--- src/rtl/note_lane_scheduler_if.sv ---
`default_nettype none
// +----------------------------------------------------------------------------+
// | note_lane_scheduler_if                                                     |
// | Spawn, press, selector, sprite-record and event signals of the scheduler.  |
// | Revision: 1.0                                                              |
// +----------------------------------------------------------------------------+
interface note_lane_scheduler_if #(
    parameter int NUM_SLOTS = 8
);
    localparam int SLOT_W = $clog2(NUM_SLOTS);

    logic              frame_tick;
    logic              note_valid;
    logic [2:0]        note_key;
    logic              note_ready;
    logic              press_valid;
    logic [2:0]        press_key;
    logic [2:0]        sel_key;
    logic [9:0]        sel_y;
    logic              obj_valid;
    logic [SLOT_W-1:0] obj_slot;
    logic [2:0]        obj_key;
    logic [10:0]       obj_x;
    logic [9:0]        obj_y;
    logic              frame_done;
    logic              hit_pulse;
    logic [SLOT_W-1:0] hit_slot;
    logic              wrong_pulse;
    logic              miss_pulse;
    logic [2:0]        miss_key;
    logic              frame_overrun;

    modport slave (
        input  frame_tick, note_valid, note_key, press_valid, press_key, sel_y,
        output note_ready, sel_key, obj_valid, obj_slot, obj_key, obj_x, obj_y,
               frame_done, hit_pulse, hit_slot, wrong_pulse, miss_pulse, miss_key,
               frame_overrun
    );

    modport master (
        output frame_tick, note_valid, note_key, press_valid, press_key, sel_y,
        input  note_ready, sel_key, obj_valid, obj_slot, obj_key, obj_x, obj_y,
               frame_done, hit_pulse, hit_slot, wrong_pulse, miss_pulse, miss_key,
               frame_overrun
    );
endinterface
`default_nettype wire

--- src/rtl/note_lane_scheduler.sv ---
`default_nettype none
// +----------------------------------------------------------------------------+
// | note_lane_scheduler                                                        |
// | Holds falling notes, scrolls them per frame, emits sprite records and      |
// | resolves key presses into hit / wrong / miss events.                       |
// | Revision: 1.0                                                              |
// +----------------------------------------------------------------------------+
module note_lane_scheduler #(
    parameter int NUM_SLOTS = 8,
    parameter int X_START   = 600,
    parameter int SPEED     = 4,
    parameter int HIT_X     = 64,
    parameter int HIT_WIN   = 8
) (
    input  wire logic             clk_in,
    input  wire logic             rst_in,
    note_lane_scheduler_if.slave  bus
);
    localparam int                 SLOT_W     = $clog2(NUM_SLOTS);
    localparam logic [SLOT_W-1:0]  C_LAST_IDX = SLOT_W'(NUM_SLOTS - 1);
    localparam logic [10:0]        C_X_START  = 11'(X_START);
    localparam logic [10:0]        C_SPEED    = 11'(SPEED);
    localparam logic signed [11:0] C_HIT_X    = 12'(HIT_X);
    localparam logic signed [11:0] C_HIT_WIN  = 12'(HIT_WIN);

    typedef enum logic [1:0] {
        ST_IDLE = 2'd0,
        ST_SCAN = 2'd1,
        ST_DONE = 2'd2
    } state_t;

    state_t              r_state;
    state_t              w_state_next;
    logic [NUM_SLOTS-1:0] r_active;
    logic [10:0]         r_x   [NUM_SLOTS];
    logic [2:0]          r_key [NUM_SLOTS];
    logic [SLOT_W-1:0]   r_idx;
    logic                r_pend_valid;
    logic [2:0]          r_pend_key;

    logic                r_obj_valid;
    logic [SLOT_W-1:0]   r_obj_slot;
    logic [2:0]          r_obj_key;
    logic [10:0]         r_obj_x;
    logic [9:0]          r_obj_y;
    logic                r_hit_pulse;
    logic [SLOT_W-1:0]   r_hit_slot;
    logic                r_wrong_pulse;
    logic                r_miss_pulse;
    logic [2:0]          r_miss_key;
    logic                r_frame_overrun;

    logic                w_note_ready;
    logic                w_frame_done;
    logic [2:0]          w_sel_key;
    logic                w_any_free;
    logic [SLOT_W-1:0]   w_free_idx;
    logic                w_resolve;
    logic [2:0]          w_res_key;
    logic                w_hit_found;
    logic [SLOT_W-1:0]   w_hit_idx;
    logic signed [11:0]  w_dist;
    logic signed [11:0]  w_abs;

    always_ff @(posedge clk_in) begin
        if (rst_in) r_state <= ST_IDLE;
        else        r_state <= w_state_next;
    end

    always_comb begin
        w_state_next = r_state;
        w_note_ready = 1'b0;
        w_frame_done = 1'b0;
        w_sel_key    = 3'd0;
        case (r_state)
            ST_IDLE: begin
                w_note_ready = w_any_free && !bus.frame_tick && !rst_in;
                if (bus.frame_tick) w_state_next = ST_SCAN;
            end
            ST_SCAN: begin
                w_sel_key = r_key[r_idx];
                if (r_idx == C_LAST_IDX) w_state_next = ST_DONE;
            end
            ST_DONE: begin
                w_frame_done = 1'b1;
                w_state_next = ST_IDLE;
            end
            default: w_state_next = ST_IDLE;
        endcase
    end

    // Lowest-index free slot and lowest-index hittable slot, both on start-of-cycle state.
    always_comb begin
        w_any_free  = 1'b0;
        w_free_idx  = '0;
        w_hit_found = 1'b0;
        w_hit_idx   = '0;
        w_dist      = '0;
        w_abs       = '0;
        w_res_key   = r_pend_valid ? r_pend_key : bus.press_key;
        w_resolve   = (r_state == ST_IDLE) && (r_pend_valid || bus.press_valid);
        for (int i = NUM_SLOTS - 1; i >= 0; i--) begin
            w_dist = $signed({1'b0, r_x[i]}) - C_HIT_X;
            w_abs  = w_dist[11] ? -w_dist : w_dist;
            if (!r_active[i]) begin
                w_any_free = 1'b1;
                w_free_idx = SLOT_W'(i);
            end
            if (r_active[i] && (r_key[i] == w_res_key) && (w_abs <= C_HIT_WIN)) begin
                w_hit_found = 1'b1;
                w_hit_idx   = SLOT_W'(i);
            end
        end
    end

    always_ff @(posedge clk_in) begin
        if (rst_in) begin
            r_active        <= '0;
            r_idx           <= '0;
            r_pend_valid    <= 1'b0;
            r_pend_key      <= 3'd0;
            r_obj_valid     <= 1'b0;
            r_obj_slot      <= '0;
            r_obj_key       <= 3'd0;
            r_obj_x         <= 11'd0;
            r_obj_y         <= 10'd0;
            r_hit_pulse     <= 1'b0;
            r_hit_slot      <= '0;
            r_wrong_pulse   <= 1'b0;
            r_miss_pulse    <= 1'b0;
            r_miss_key      <= 3'd0;
            r_frame_overrun <= 1'b0;
            for (int i = 0; i < NUM_SLOTS; i++) begin
                r_x[i]   <= 11'd0;
                r_key[i] <= 3'd0;
            end
        end else begin
            r_obj_valid     <= 1'b0;
            r_hit_pulse     <= 1'b0;
            r_wrong_pulse   <= 1'b0;
            r_miss_pulse    <= 1'b0;
            r_frame_overrun <= bus.frame_tick && (r_state != ST_IDLE);
            case (r_state)
                ST_IDLE: begin
                    r_idx <= '0;
                    if (w_resolve) begin
                        if (w_hit_found) begin
                            r_active[w_hit_idx] <= 1'b0;
                            r_hit_pulse         <= 1'b1;
                            r_hit_slot          <= w_hit_idx;
                        end else begin
                            r_wrong_pulse <= 1'b1;
                        end
                    end
                    // A pending press is served first; a fresh press queues behind it.
                    if (r_pend_valid) begin
                        r_pend_valid <= bus.press_valid;
                        if (bus.press_valid) r_pend_key <= bus.press_key;
                    end
                    if (bus.note_valid && w_note_ready) begin
                        r_active[w_free_idx] <= 1'b1;
                        r_x[w_free_idx]      <= C_X_START;
                        r_key[w_free_idx]    <= bus.note_key;
                    end
                end
                ST_SCAN: begin
                    r_idx      <= r_idx + SLOT_W'(1);
                    r_obj_slot <= r_idx;
                    r_obj_key  <= r_key[r_idx];
                    r_obj_y    <= bus.sel_y;
                    r_obj_x    <= r_x[r_idx] - C_SPEED;
                    if (r_active[r_idx]) begin
                        if (r_x[r_idx] < C_SPEED) begin
                            r_active[r_idx] <= 1'b0;
                            r_miss_pulse    <= 1'b1;
                            r_miss_key      <= r_key[r_idx];
                        end else begin
                            r_x[r_idx]  <= r_x[r_idx] - C_SPEED;
                            r_obj_valid <= 1'b1;
                        end
                    end
                    if (bus.press_valid) begin
                        r_pend_valid <= 1'b1;
                        r_pend_key   <= bus.press_key;
                    end
                end
                default: begin
                    if (bus.press_valid) begin
                        r_pend_valid <= 1'b1;
                        r_pend_key   <= bus.press_key;
                    end
                end
            endcase
        end
    end

    assign bus.note_ready    = w_note_ready;
    assign bus.sel_key       = w_sel_key;
    assign bus.frame_done    = w_frame_done;
    assign bus.obj_valid     = r_obj_valid;
    assign bus.obj_slot      = r_obj_slot;
    assign bus.obj_key       = r_obj_key;
    assign bus.obj_x         = r_obj_x;
    assign bus.obj_y         = r_obj_y;
    assign bus.hit_pulse     = r_hit_pulse;
    assign bus.hit_slot      = r_hit_slot;
    assign bus.wrong_pulse   = r_wrong_pulse;
    assign bus.miss_pulse    = r_miss_pulse;
    assign bus.miss_key      = r_miss_key;
    assign bus.frame_overrun = r_frame_overrun;
endmodule
`default_nettype wire

--- src/flat_wrapper.sv ---
// flat-port wrapper written by rule: the top's interface ports become plain ports
module note_lane_scheduler_flat 
#(
    parameter int NUM_SLOTS = 8,
    parameter int X_START   = 600,
    parameter int SPEED     = 4,
    parameter int HIT_X     = 64,
    parameter int HIT_WIN   = 8
)
  (clk_in, rst_in, bus_frame_tick, bus_note_valid, bus_note_key, bus_press_valid, bus_press_key, bus_sel_y, bus_note_ready, bus_sel_key, bus_obj_valid, bus_obj_slot, bus_obj_key, bus_obj_x, bus_obj_y, bus_frame_done, bus_hit_pulse, bus_hit_slot, bus_wrong_pulse, bus_miss_pulse, bus_miss_key, bus_frame_overrun);
  note_lane_scheduler_if #(.NUM_SLOTS(NUM_SLOTS)) bus_i ();
  input  wire logic clk_in;
  input  wire logic rst_in;
  input wire logic [$bits(bus_i.frame_tick)-1:0] bus_frame_tick;
  input wire logic [$bits(bus_i.note_valid)-1:0] bus_note_valid;
  input wire logic [$bits(bus_i.note_key)-1:0] bus_note_key;
  input wire logic [$bits(bus_i.press_valid)-1:0] bus_press_valid;
  input wire logic [$bits(bus_i.press_key)-1:0] bus_press_key;
  input wire logic [$bits(bus_i.sel_y)-1:0] bus_sel_y;
  output wire logic [$bits(bus_i.note_ready)-1:0] bus_note_ready;
  output wire logic [$bits(bus_i.sel_key)-1:0] bus_sel_key;
  output wire logic [$bits(bus_i.obj_valid)-1:0] bus_obj_valid;
  output wire logic [$bits(bus_i.obj_slot)-1:0] bus_obj_slot;
  output wire logic [$bits(bus_i.obj_key)-1:0] bus_obj_key;
  output wire logic [$bits(bus_i.obj_x)-1:0] bus_obj_x;
  output wire logic [$bits(bus_i.obj_y)-1:0] bus_obj_y;
  output wire logic [$bits(bus_i.frame_done)-1:0] bus_frame_done;
  output wire logic [$bits(bus_i.hit_pulse)-1:0] bus_hit_pulse;
  output wire logic [$bits(bus_i.hit_slot)-1:0] bus_hit_slot;
  output wire logic [$bits(bus_i.wrong_pulse)-1:0] bus_wrong_pulse;
  output wire logic [$bits(bus_i.miss_pulse)-1:0] bus_miss_pulse;
  output wire logic [$bits(bus_i.miss_key)-1:0] bus_miss_key;
  output wire logic [$bits(bus_i.frame_overrun)-1:0] bus_frame_overrun;
  assign bus_i.frame_tick = bus_frame_tick;
  assign bus_i.note_valid = bus_note_valid;
  assign bus_i.note_key = bus_note_key;
  assign bus_i.press_valid = bus_press_valid;
  assign bus_i.press_key = bus_press_key;
  assign bus_i.sel_y = bus_sel_y;
  assign bus_note_ready = bus_i.note_ready;
  assign bus_sel_key = bus_i.sel_key;
  assign bus_obj_valid = bus_i.obj_valid;
  assign bus_obj_slot = bus_i.obj_slot;
  assign bus_obj_key = bus_i.obj_key;
  assign bus_obj_x = bus_i.obj_x;
  assign bus_obj_y = bus_i.obj_y;
  assign bus_frame_done = bus_i.frame_done;
  assign bus_hit_pulse = bus_i.hit_pulse;
  assign bus_hit_slot = bus_i.hit_slot;
  assign bus_wrong_pulse = bus_i.wrong_pulse;
  assign bus_miss_pulse = bus_i.miss_pulse;
  assign bus_miss_key = bus_i.miss_key;
  assign bus_frame_overrun = bus_i.frame_overrun;
  note_lane_scheduler #(.NUM_SLOTS(NUM_SLOTS), .X_START(X_START), .SPEED(SPEED), .HIT_X(HIT_X), .HIT_WIN(HIT_WIN)) u_core (.clk_in(clk_in), .rst_in(rst_in), .bus(bus_i));
endmodule
--- config.mk ---
export PLATFORM = sky130hd
export DESIGN_NAME = note_lane_scheduler_flat
export DESIGN_NICKNAME = d
export VERILOG_FILES = /design/src/rtl/note_lane_scheduler_if.sv /design/src/rtl/note_lane_scheduler.sv /design/src/flat_wrapper.sv
export SDC_FILE = /design/constraint.sdc
export NUM_CORES = 1
export LEC_CHECK = 0
export ABC_AREA = 1
export BUFFER_PORTS_ARGS = -buffer_cell sky130_fd_sc_hd__buf_2
export CAP_MARGIN = 10
export CORE_MARGIN = 2
export CORE_UTILIZATION = 50
export DETAILED_ROUTE_END_ITERATION = 6
export GPL_ROUTABILITY_DRIVEN = 0
export PLACE_DENSITY = 0.66
export RECOVER_POWER = 25
export SLEW_MARGIN = 20
export SYNTH_ARGS = -nofsm -noshare
export SYNTH_HDL_FRONTEND = slang
export SYNTH_SLANG_ARGS = --single-unit
--- constraint.sdc ---
create_clock -name clk_in -period 2.9 [get_ports clk_in]
set_clock_uncertainty 0.05 [all_clocks]
set_input_delay 0 -clock clk_in [delete_from_list [all_inputs] [get_ports clk_in]]
set_output_delay 0 -clock clk_in [all_outputs]
set_load 0.03 [all_outputs]
======== Word level (Yosys, flattened, before mapping) ========
Memory sizes are Yosys's and may differ from the RTL's. A register that Yosys moved wholly into a read port is not among the register bits.
Cells that the tools add are included.
operators by class
  add/sub/neg operators ................... 18
  reduce and logical (&&, ||, !) cells .... 40
  bitwise logic cells ..................... 9
  muxes and demuxes ....................... 97
  eq/ne operators ......................... 16
  $lt $le $gt $ge ......................... 15
operators by type and width
  kind                     number
  $le A12 B5 Y1 const B    8
  $mux W12                 8
  $neg A12 Y12             8
  $sub A11 B7 Y12 const B  8
  $mux W3                  29
  $mux W8                  7
  $mux W1                  42
  $eq A3 B3 Y1             8
  $logic_and A1 B1 Y1      24
  $mux W11                 2
  $reduce_or A11 Y1        2
  $and A8 B8 Y8            2
  $not A8 Y8               2
  $pmux W8 S2              1
  $lt A3 B4 Y1 const B     3
  $lt A11 B3 Y1 const B    1
  $sub A11 B3 Y11 const B  1
  $demux W1 S3             3
  $ge A3 B1 Y1 const B     3
  $reduce_and A3 Y1        3
  $reduce_or A3 Y1         3
  $ne A2 B1 Y1 const B     4
  $or A8 B8 Y8             1
  $pmux W3 S2              1
  other kinds (14)         21
word-level totals
  memory bits (writable) .................. 112
  word-level logic and storage cells ...... 213
  output and inout port bits .............. 43
  input bits .............................. 21
  memories kept ........................... 2
  bits in registers ....................... 55
memories
  memory        depth  width  read ports  clocked after Yosys merged registers in  write ports  line                       source
  u_core.r_x    8      11     9           1                                        8            note_lane_scheduler.sv:35  logic [10:0] r_x [NUM_SLOTS];
  u_core.r_key  8      3      9           1                                        8            note_lane_scheduler.sv:36  logic [2:0] r_key [NUM_SLOTS];

======== Logic depth before layout (Yosys ltp) ========
Gate-level depths: netlist of the first run.
  depth in word-level cells ............... 26
  depth in mapped cells ................... 22
  gate-level depth less buffers ........... 22

======== Least setup slack after synthesis of the first run ========
Ideal clock, no wire load.
  path kind ............................... flip-flop to flip-flop
  start ................................... register (tool-made name)
  end ..................................... memory u_core.r_x[1][0], enable pin
  path buffers ............................ 3
  cell stages (with the launch flop) ...... 19
  required time ........................... 2505 ps
  period minus slack after synthesis ...... 2848 ps
  library setup time ...................... 345 ps
  data arrival time ....................... 2453 ps
  slack ................................... 52 ps
  path through ............................ dfxtp_1 > buf_4 > buf_4 > a21oi_1 > o21ai_1 > a31oi_1 > nor2_1 > nand2_1 > nor2_4 > nand3_2 > inv_2 > nor2_8 > inv_4 > o21ai_2 > inv_2 > nor2_2 > nand2_1 > buf_2 > nand2_1
RTL lines
  what       line
  to (decl)  note_lane_scheduler.sv:35

==> results.ini, run 1 <==
[clock_network]
tritoncts=built
cts-root-buf=clkbuf_16
cts_max_level=4
clk_pin_slew_ns=0.07
clk_latency_ns=0.44
cts_sinks=170
clk_path_buf_depth=2
numCtsBuffers=17

[place]
post_dp_cell_area_sq_um=11100
hpwl_um=22900
io_buffers=63
placed_cells_incl_taps=1722

[timing]
rsz0062_at_grt=true
tightest_slew_ns=1.02
layout_min_cycle_time_ns=2.91
layout_setup_ws_ns=-0.00770
finalHoldViolCount=0
fin_setup_tns_ns=-0.0374
finalMaxSlewViolations=0
setup_viol=5
hold_ws_ns=0.0127
fmax_mhz=344
period_share_pct=100
slew-limit-headroom_pct=32.0

[setup_path]
critPathKind=reg2reg
worstPathMaxFanout=27
critPathCaptureType=register
path_delay_family=simple AND/OR/NAND/NOR gates
cpPeakStageDelay_ns=0.37
cp-start-kind=register
r2r_cells=17
reg2reg_slack_ns=-0.008
crit_required_ns=3.01
reg2reg_to=u_core.r_x[2][2]
cp_slowest_cell=dfxtp_4
path_buf_inv=5
worstPathArrival_ns=3.02
cp_cell_sequence=bufbuf_16 > o21ai_1 > nand2_1 > nor2_1 > a31oi_1 > nor2_1 > nand3_4 > inv_4 > nor2_8 > inv_8 > nand2_1 > o21ai_4 > inv_2 > nor2_4 > nand2_2 > nand2_4 > clkbuf_16

[grt]
grt_use_total_pct=30.3
grt_max_degree=39
antenna_found_initial=0
overflow=0
grt_pass1_vias=8659
grt_pass1_wl_um=47500

[synth]
seq_area_frac_synth_pct=46.0
synth-async-reset-ratio_pct=0
synth_area_leaders=edfxtp_1, dfxtp_1, nor2_1
synth_top_area_cell=edfxtp_1
ys_ff_latch=170
synth-edff-count=112
synthCells=1336
syn_area_per_cell_sq_um=7.37
synth_area_sq_um=9840
synth_cell_type_count=43
synth_top_area_share_pct=34.2
synth_nets=1376
yosys_warnings=0
yosys_most_used_dff=edfxtp_1

[detailed_routing]
vias_per_cell=5.47
ant_nets=0
wl_per_cell_um=17.7
drc=0
routed_wl_um=31800
vias=9811
first_iter_violations=1055
firstDrtPassIters=6

[floorplanning]
die_width_um=144
core_area_sq_um=19400
dieArea_sq_um=20800
start_util_pct=50.7
dieHeight_um=144
ios=64
rows=51

[hold_path]
min_to=u_core.r_key[5][2]
hold_path_startpoint=bus_note_key[2]
whs_path_depth=3
min_path_type=in2reg

[finish]
final_cell_mix=nor2_1, nand2_1, inv_1
layout.cells.non_filler=1793
fin_nets=1555
fin_util_pct=63.8
diodes=0
fin_area_sq_um=12400
final_common_cell=nor2_1
syn2layout_area_growth_pct=25.8
final_layout_size_suffix_gt1_share_pct=16.1

[pwr]
vdd_drop_max_v=0.000446
p_leak_uw=0.00542
powerDensity_nw_per_um2=513

[run_status]
status=finished, violations left
failed_checks=setup timing

[job]
maxCapViolations=0

tightest hold or removal path, stage by stage:
cell and delay [ns]:
buf_2 0.07, inv_1 0.17, nor2_1 0.14
report_power, final:
group | leakage [uW] | internal, uW | total, uW | switching [uW]
clock | 0.000300 | 1230 | 2290 | 1060
sequential | 0.00164 | 2710 | 2820 | 111
combinational | 0.00348 | 445 | 1240 | 794
sequential cells by signal, summed over array words and instances, names as in the netlist, named ones only:
name,cells
u_core.bus.miss_pulse,1
u_core.bus.obj_x,11
u_core.bus.miss_key,3
u_core.bus.hit_slot,3
u_core.r_pend_key,3
u_core.bus.hit_pulse,1
u_core.r_active,8
u_core.bus.obj_key,3
u_core.bus.obj_valid,1
u_core.r_pend_valid,1
u_core.bus.obj_y,10
u_core.r_idx,3
u_core.r_x,88
u_core.bus.frame_overrun,1
u_core.bus.wrong_pulse,1
u_core.bus.obj_slot,3
u_core.r_state,2
u_core.r_key,24
logic make-up after synthesis:
group	after synthesis	synth area share (%)
AOI/OAI and AO/OA	259	14.1
xor gates and xnor gates	21	1.87
adders and majority gates	19	2.42
buffers and inverters	203	8.28
DFF	170	46.0
and+or+nand+nor	664	27.3
layout make-up:
cell class	count	area [sq um]
clock buffers	18	450
clock inverters	14	143
fillers	1736	7020
inverters	161	619
multi-input cells	963	4720
flip-flops and latches	170	4530
repair buffers	202	1590
well taps	265	332
cell usage after synthesis, types with 2 or more instances:
master,instances
a21o_1,3
clkbuf_1,18
nand3b_1,5
buf_4,6
o21ai_0,97
dfxtp_1,58
nor2_1,285
nor2_2,5
a21oi_1,92
o21ai_1,27
nand2_1,274
buf_2,16
a31oi_1,13
inv_2,9
o31ai_1,2
edfxtp_1,112
o211ai_1,2
ha_1,19
xnor2_1,15
o21ai_2,3
xor2_1,6
o21bai_1,2
inv_1,151
a32o_1,2
or2_2,2
nand4_1,12
nand3_1,61
nor3_1,15
o22ai_1,10
layer usage:
layer | up-vias | part of all wire [%] | track usage, %
li1 | 4741 | - | -
met1 | 4528 | 44 | 44.0
met2 | 492 | 45 | 47.6
met3 | 50 | 9.3 | 3.77
met4 | 0 | 2.1 | 8.94
met5 | - | 0 | 0
how the worst max path moves through the flow:
stage | start | to | slack [ns] | cells past startpoint
finish | register | u_core.r_x[2][2] | -0.008 | 17
global route | register | u_core.r_x[2][7] | -0.12 | 17
CTS | register | u_core.r_x[7][9] | 0.009 | 20
detailed placement | register | u_core.r_x[6][6] | -0.09 | 17
global placement | register | u_core.r_x[6][6] | 0.02 | 17
floorplan | register | u_core.r_x[1][0] | 0.05 | 18
per-stage QoR:
step / power [uW] / setup slack [ns]
2_1_floorplan: 3540 / 0.0517
5_1_grt: 6580 / -0.117
6_report: 6350 / -0.00770
3_3_place_gp: 3960 / 0.0152
4_1_cts: 6260 / 0.00852
3_5_place_dp: 3970 / -0.0948
repair_timing:
item | 4_1_cts | 5_1_grt
setup buffers | 0 | 12
setup endpoints to repair | 74 | 188
cloned | 1 | 5
endpoints found under the hold margin | 39 | 0
pin swaps | 0 | 12
resized for setup | 4 | 75
hold buffers | 21 | 0
No activity file was read; power rests on OpenSTA's default activity.
==> inputs of run 2 (changes only) <==
--- a/config.mk
+++ b/config.mk
@@ -12,7 +12,7 @@
 export CORE_UTILIZATION = 50
 export DETAILED_ROUTE_END_ITERATION = 6
 export GPL_ROUTABILITY_DRIVEN = 0
-export PLACE_DENSITY = 0.66
+export PLACE_DENSITY = 0.64
 export RECOVER_POWER = 25
 export SLEW_MARGIN = 20
 export SYNTH_ARGS = -nofsm -noshare
==> constraint.sdc (replaced) <==
create_clock -name clk_in -period 3.45 [get_ports clk_in]
set_clock_uncertainty 0.05 [all_clocks]
set_input_delay 0 -clock clk_in [delete_from_list [all_inputs] [get_ports clk_in]]
set_output_delay 0 -clock clk_in [all_outputs]
set_load 0.03 [all_outputs]
==> run 2 against run 1 <==
  * The flow now finishes without violations
  * Design area down 8.0%
  * Setup slack better by 0.21 ns
  * Final cell count down 4.4%
  * Total power down 19%
  * Die area unchanged
  * Sequential power down 16%
  * Register-to-register slack better by 0.26 ns
  * Count of clock-buffer cells in the layout unchanged
  * Global-route usage down 0.44 points
  * Via count down 5.2%
  * Utilization down 5.1 points
==> results.ini, run 2 (synthesis gave the netlist of run 1 again) <==
[floorplanning]
ios=64
start_util_pct=50.7
rows=51
core_area_sq_um=19400
dieArea_sq_um=20800
dieHeight_um=144
die_width_um=144

[timing]
finalMaxSlewViolations=0
fin_setup_tns_ns=0
period_share_pct=94.2
finalHoldViolCount=0
slew-limit-headroom_pct=13.5
layout_min_cycle_time_ns=3.25
rsz0062_at_grt=false
fmax_mhz=308
tightest_slew_ns=1.30
setup_viol=0

[finish]
final_cell_mix=nor2_1, nand2_1, inv_1
fin_util_pct=58.7
n_fill_cell=1864
diodes=0
top_register=u_core.r_x
syn2layout_area_growth_pct=15.7
final_common_cell=nor2_1
final_layout_size_suffix_gt1_share_pct=8.28
fin_nets=1476
largest_reg_flops=88

[setup_path]
r2r_cells=21
r2r-start=u_core.r_pend_valid
cp_slowest_cell=clkbuf_1
worstPathArrival_ns=3.50
worstPathMaxFanout=31
worst_path_most_repeated_cell=clkbuf_1
critPathCaptureType=register
cp-startpoint=rst_in
critPathKind=in2reg
cp_cell_sequence=dlygate4sd3_1 > clkbuf_1 > clkbuf_1 > inv_1 > clkbuf_2 > a32o_1
cp-start-kind=input port
cpPeakStageDelay_ns=0.88
crit_required_ns=3.70

[pwr]
p_leak_uw=0.00489
power_uw=5140
powerDensity_nw_per_um2=451
vdd_drop_max_v=0.000375

[detailed_routing]
drc=0
firstDrtPassIters=5
wl_per_cell_um=17.5
ant_nets=0
vias_per_cell=5.43
vias=9301
first_iter_violations=967
routed_wl_um=30100

[clock_network]
numCtsBuffers=17
tritoncts=built
cts_sinks=170
cts-root-buf=clkbuf_16
cts_setup_buffers=0
clk_latency_ns=0.44
cts_max_level=4
clk_pin_slew_ns=0.07
clk_path_buf_depth=2

[grt]
antenna_found_initial=1
grt_use_total_pct=29.8
grt_pass1_vias=8299
grt_pass1_wl_um=46000
overflow=0
grt_max_degree=56

[run_status]
status=completed

[job]
maxCapViolations=0

[hold_path]
min_path_type=in2reg
hold_path_startpoint=bus_note_valid
whs_path_depth=5

[place]
io_buffers=63
hpwl_um=22000

run 2: worst paths after layout:
kind         slack [ns]                     end
max                0.20         u_core.r_idx[1]
min                0.22      u_core.r_key[1][0]
max reg2reg        0.25      u_core.r_active[6]
min reg2reg        0.42  u_core.bus.miss_key[1]
run 2: where the power goes:
group / internal [uW] / switching [uW]
clock: 1010 / 863
sequential: 2280 / 93.0
combinational: 274 / 618
run 2: timing repair:
action	in CTS	in global routing
setup endpoints to repair	0	88
hold buffers	23	0
endpoints found under the hold margin	44	0
resized for setup	0	17
run 2: worst max-delay path: cells and delay by family:
kind | cells | cell delay [ns]
compound gates | 1 | 0.46
buf+inv | 5 | 3.01
run 2: per-layer routing:
layer | wire length [um] | track usage (%)
met5 | 0 | 0
met4 | 1120 | 11.8
met3 | 2720 | 6.85
met2 | 13100 | 44.4
met1 | 13200 | 42.2
run 2: area by class of cell:
class	count	area, sq um	area share, %
Clock buffer	18	429	3.77
Clock inverter	14	138	1.21
Inverter	161	607	5.33
Multi-Input combinational cell	963	4560	40.0
Sequential cell	170	4530	39.7
Tap cell	265	332	2.91
Timing Repair Buffer	123	797	7.00
run 2: metrics by stage:
stage          instance area [sq um]  cells  hold slack (ns)  setup WS, ns
6_report                       11400   1714            0.219         0.200
5_1_grt                        11400   1714            0.288        0.0267
4_1_cts                        11400   1714            0.197         0.160
3_5_place_dp                   10600   1659            0.178         0.180
3_3_place_gp                   10600   1659            0.171         0.213
2_1_floorplan                   9840   1336           0.0627         0.602
==> inputs of run 3 (changes only) <==
--- a/config.mk
+++ b/config.mk
@@ -6,15 +6,15 @@
 export NUM_CORES = 1
 export LEC_CHECK = 0
 export ABC_AREA = 1
-export BUFFER_PORTS_ARGS = -buffer_cell sky130_fd_sc_hd__buf_2
 export CAP_MARGIN = 10
 export CORE_MARGIN = 2
 export CORE_UTILIZATION = 50
 export DETAILED_ROUTE_END_ITERATION = 6
+export DONT_BUFFER_PORTS = 1
 export GPL_ROUTABILITY_DRIVEN = 0
-export PLACE_DENSITY = 0.64
+export PLACE_DENSITY = 0.61
 export RECOVER_POWER = 25
-export SLEW_MARGIN = 20
+export SLEW_MARGIN = 30
 export SYNTH_ARGS = -nofsm -noshare
 export SYNTH_HDL_FRONTEND = slang
 export SYNTH_SLANG_ARGS = --single-unit
==> run 3 against run 2 <==
  * The flow now finishes with violations (DRC)
  * Global-route usage grew 0.39 points
  * Total power fell by 0.10%
  * Count of clock-buffer cells in the layout increased by 2
  * Clock power increased by 2%
  * Largest power group unchanged
  * Sequential share of layout area increased by 1.4 points
  * Register-to-register slack hardly changed
  * First-iteration DRC count up 4.4%
  * Design area decreased by 3.4%
  * Hold slack worse by 0.12 ns
  * Wire length up 2.5%
  * Final cell count down 4.1%
  * Critical endpoint is now u_core.r_x[6][1]
==> results.ini, run 3 (synthesis gave the netlist of run 1 again) <==
[hold_path]
hold_path_startpoint=bus_note_valid
min_path_type=in2reg
min_to=u_core.r_key[1][2]
whs_path_depth=4

[grt]
grt_use_total_pct=30.2
grt_pass1_vias=8311
grt_pass1_wl_um=46600
grt_max_degree=42
antenna_found_initial=2
overflow=0

[finish]
syn2layout_area_growth_pct=11.8
final_cell_mix=nor2_1, nand2_1, inv_1
fin_nets=1405
multi_input_area_sq_um=4520
largest_reg_flops=88
final_layout_size_suffix_gt1_share_pct=6.75
top_register=u_core.r_x
final_common_cell=nor2_1
n_fill_cell=1897
regArea_sq_um=4530

[timing]
fin_setup_tns_ns=0
setup_viol=0
finalHoldViolCount=0
period_share_pct=92.9
finalMaxSlewViolations=0
layout_min_cycle_time_ns=3.20
rsz0062_at_grt=false
fmax_mhz=312
slew-limit-headroom_pct=12.9
tightest_slew_ns=1.31

[pwr]
power_uw=5130
powerDensity_nw_per_um2=467
vdd_drop_max_v=0.000348
p_leak_uw=0.00470

[setup_path]
worst_path_most_repeated_cell=nand2_1
crit_required_ns=3.48
r2r_cells=18
reg2reg_to=u_core.r_x[6][1]
path_buf_inv=4
worstPathArrival_ns=3.23
worstPathMaxFanout=32
cp_slowest_cell=nand2_1
reg2reg_slack_ns=0.25
critPathKind=reg2reg
critPathCaptureType=register
cpPeakStageDelay_ns=0.37
cp-start-kind=register
path_delay_family=simple AND/OR/NAND/NOR gates
cp_cell_sequence=buf_4 > a21oi_1 > o21ai_0 > nand2_1 > nor2_1 > a31oi_1 > nor2_1 > inv_2 > nor2_4 > nand3_2 > inv_2 > nor2_8 > inv_4 > nand2_1 > o21ai_2 > nor2_1 > nand2_1 > nand2_1

[place]
io_buffers=0
hpwl_um=23000

[detailed_routing]
vias_per_cell=5.50
wl_per_cell_um=18.7
routed_wl_um=30800
drc=1
ant_nets=0
first_iter_violations=1010
vias=9047
firstDrtPassIters=7

[job]
maxCapViolations=0

[clock_network]
clk_pin_slew_ns=0.07
cts_max_level=4
tritoncts=built
cts_setup_buffers=0
cts-root-buf=clkbuf_16
clk_path_buf_depth=2
numCtsBuffers=17
clk_latency_ns=0.44
cts_sinks=170

[run_status]
failed_checks=DRC
status=finished, violations left

[floorplanning]
die_width_um=144
rows=51
ios=64
dieArea_sq_um=20800
start_util_pct=50.7
dieHeight_um=144
core_area_sq_um=19400

-- run 3: worst max-delay path by stage --
| stage | cells after the start | slack, ns | start | end |
|---|---|---|---|---|
| 6_report | 18 | 0.25 | register | u_core.r_x[6][1] |
| 5_1_grt | 21 | 0.02 | u_core.r_pend_valid | u_core.r_active[6] |
| 4_1_cts | 19 | 0.24 | register | u_core.r_x[7][3] |
| 3_5_place_dp | 20 | 0.26 | register | u_core.r_x[7][6] |
| 3_3_place_gp | 20 | 0.33 | register | u_core.r_x[7][8] |
| 2_1_floorplan | 18 | 0.60 | register | u_core.r_x[1][0] |
-- run 3: repair_timing --
| item | CTS | global route |
|---|---|---|
| gates resized for setup | 0 | 7 |
| endpoints found under the setup margin | 0 | 77 |
| hold buffers | 19 | 0 |
| endpoints found under the hold margin | 67 | 0 |
-- run 3: worst min-delay path: cells and delay by family --
family	cells	cell delay, ns
simple gates	4	0.41
-- run 3: layout make-up --
class                           instances  share of cell area [%]
Antenna cell                            1                  0.0228
Clock buffer                           20                    4.36
Multi-Input combinational cell        963                    41.1
Clock inverter                         12                   0.899
Sequential cell                       170                    41.1
Timing Repair Buffer                   52                    3.92
Inverter                              161                    5.52
Tap cell                              265                    3.01
-- run 3: power by group --
group	switching [uW]	internal [uW]
clock network	885	1030
registers	178	2280
logic	525	236
-- run 3: stage by stage --
stage	area [sq um]	instances	hold WS, ns	utilization, %	worst slack (ns)
6_report	11000	1644	0.0988	56.7	0.245
5_1_grt	11000	1643	0.105	56.7	0.0241
4_1_cts	11000	1643	0.0797	56.7	0.237
3_5_place_dp	10200	1592	0.0245	52.7	0.261
3_3_place_gp	10200	1592	0.0226	52.7	0.327
2_1_floorplan	9840	1336	0.0627	-	0.602
-- run 3: per-layer routing --
metal | vias up | wire length [um] | GRT usage (%)
met4 | 2 | 947 | 10.4
met1 | 4133 | 13200 | 42.3
li1 | 4437 | - | -
met2 | 412 | 13600 | 45.7
met5 | - | 13 | 0
met3 | 63 | 3010 | 7.65
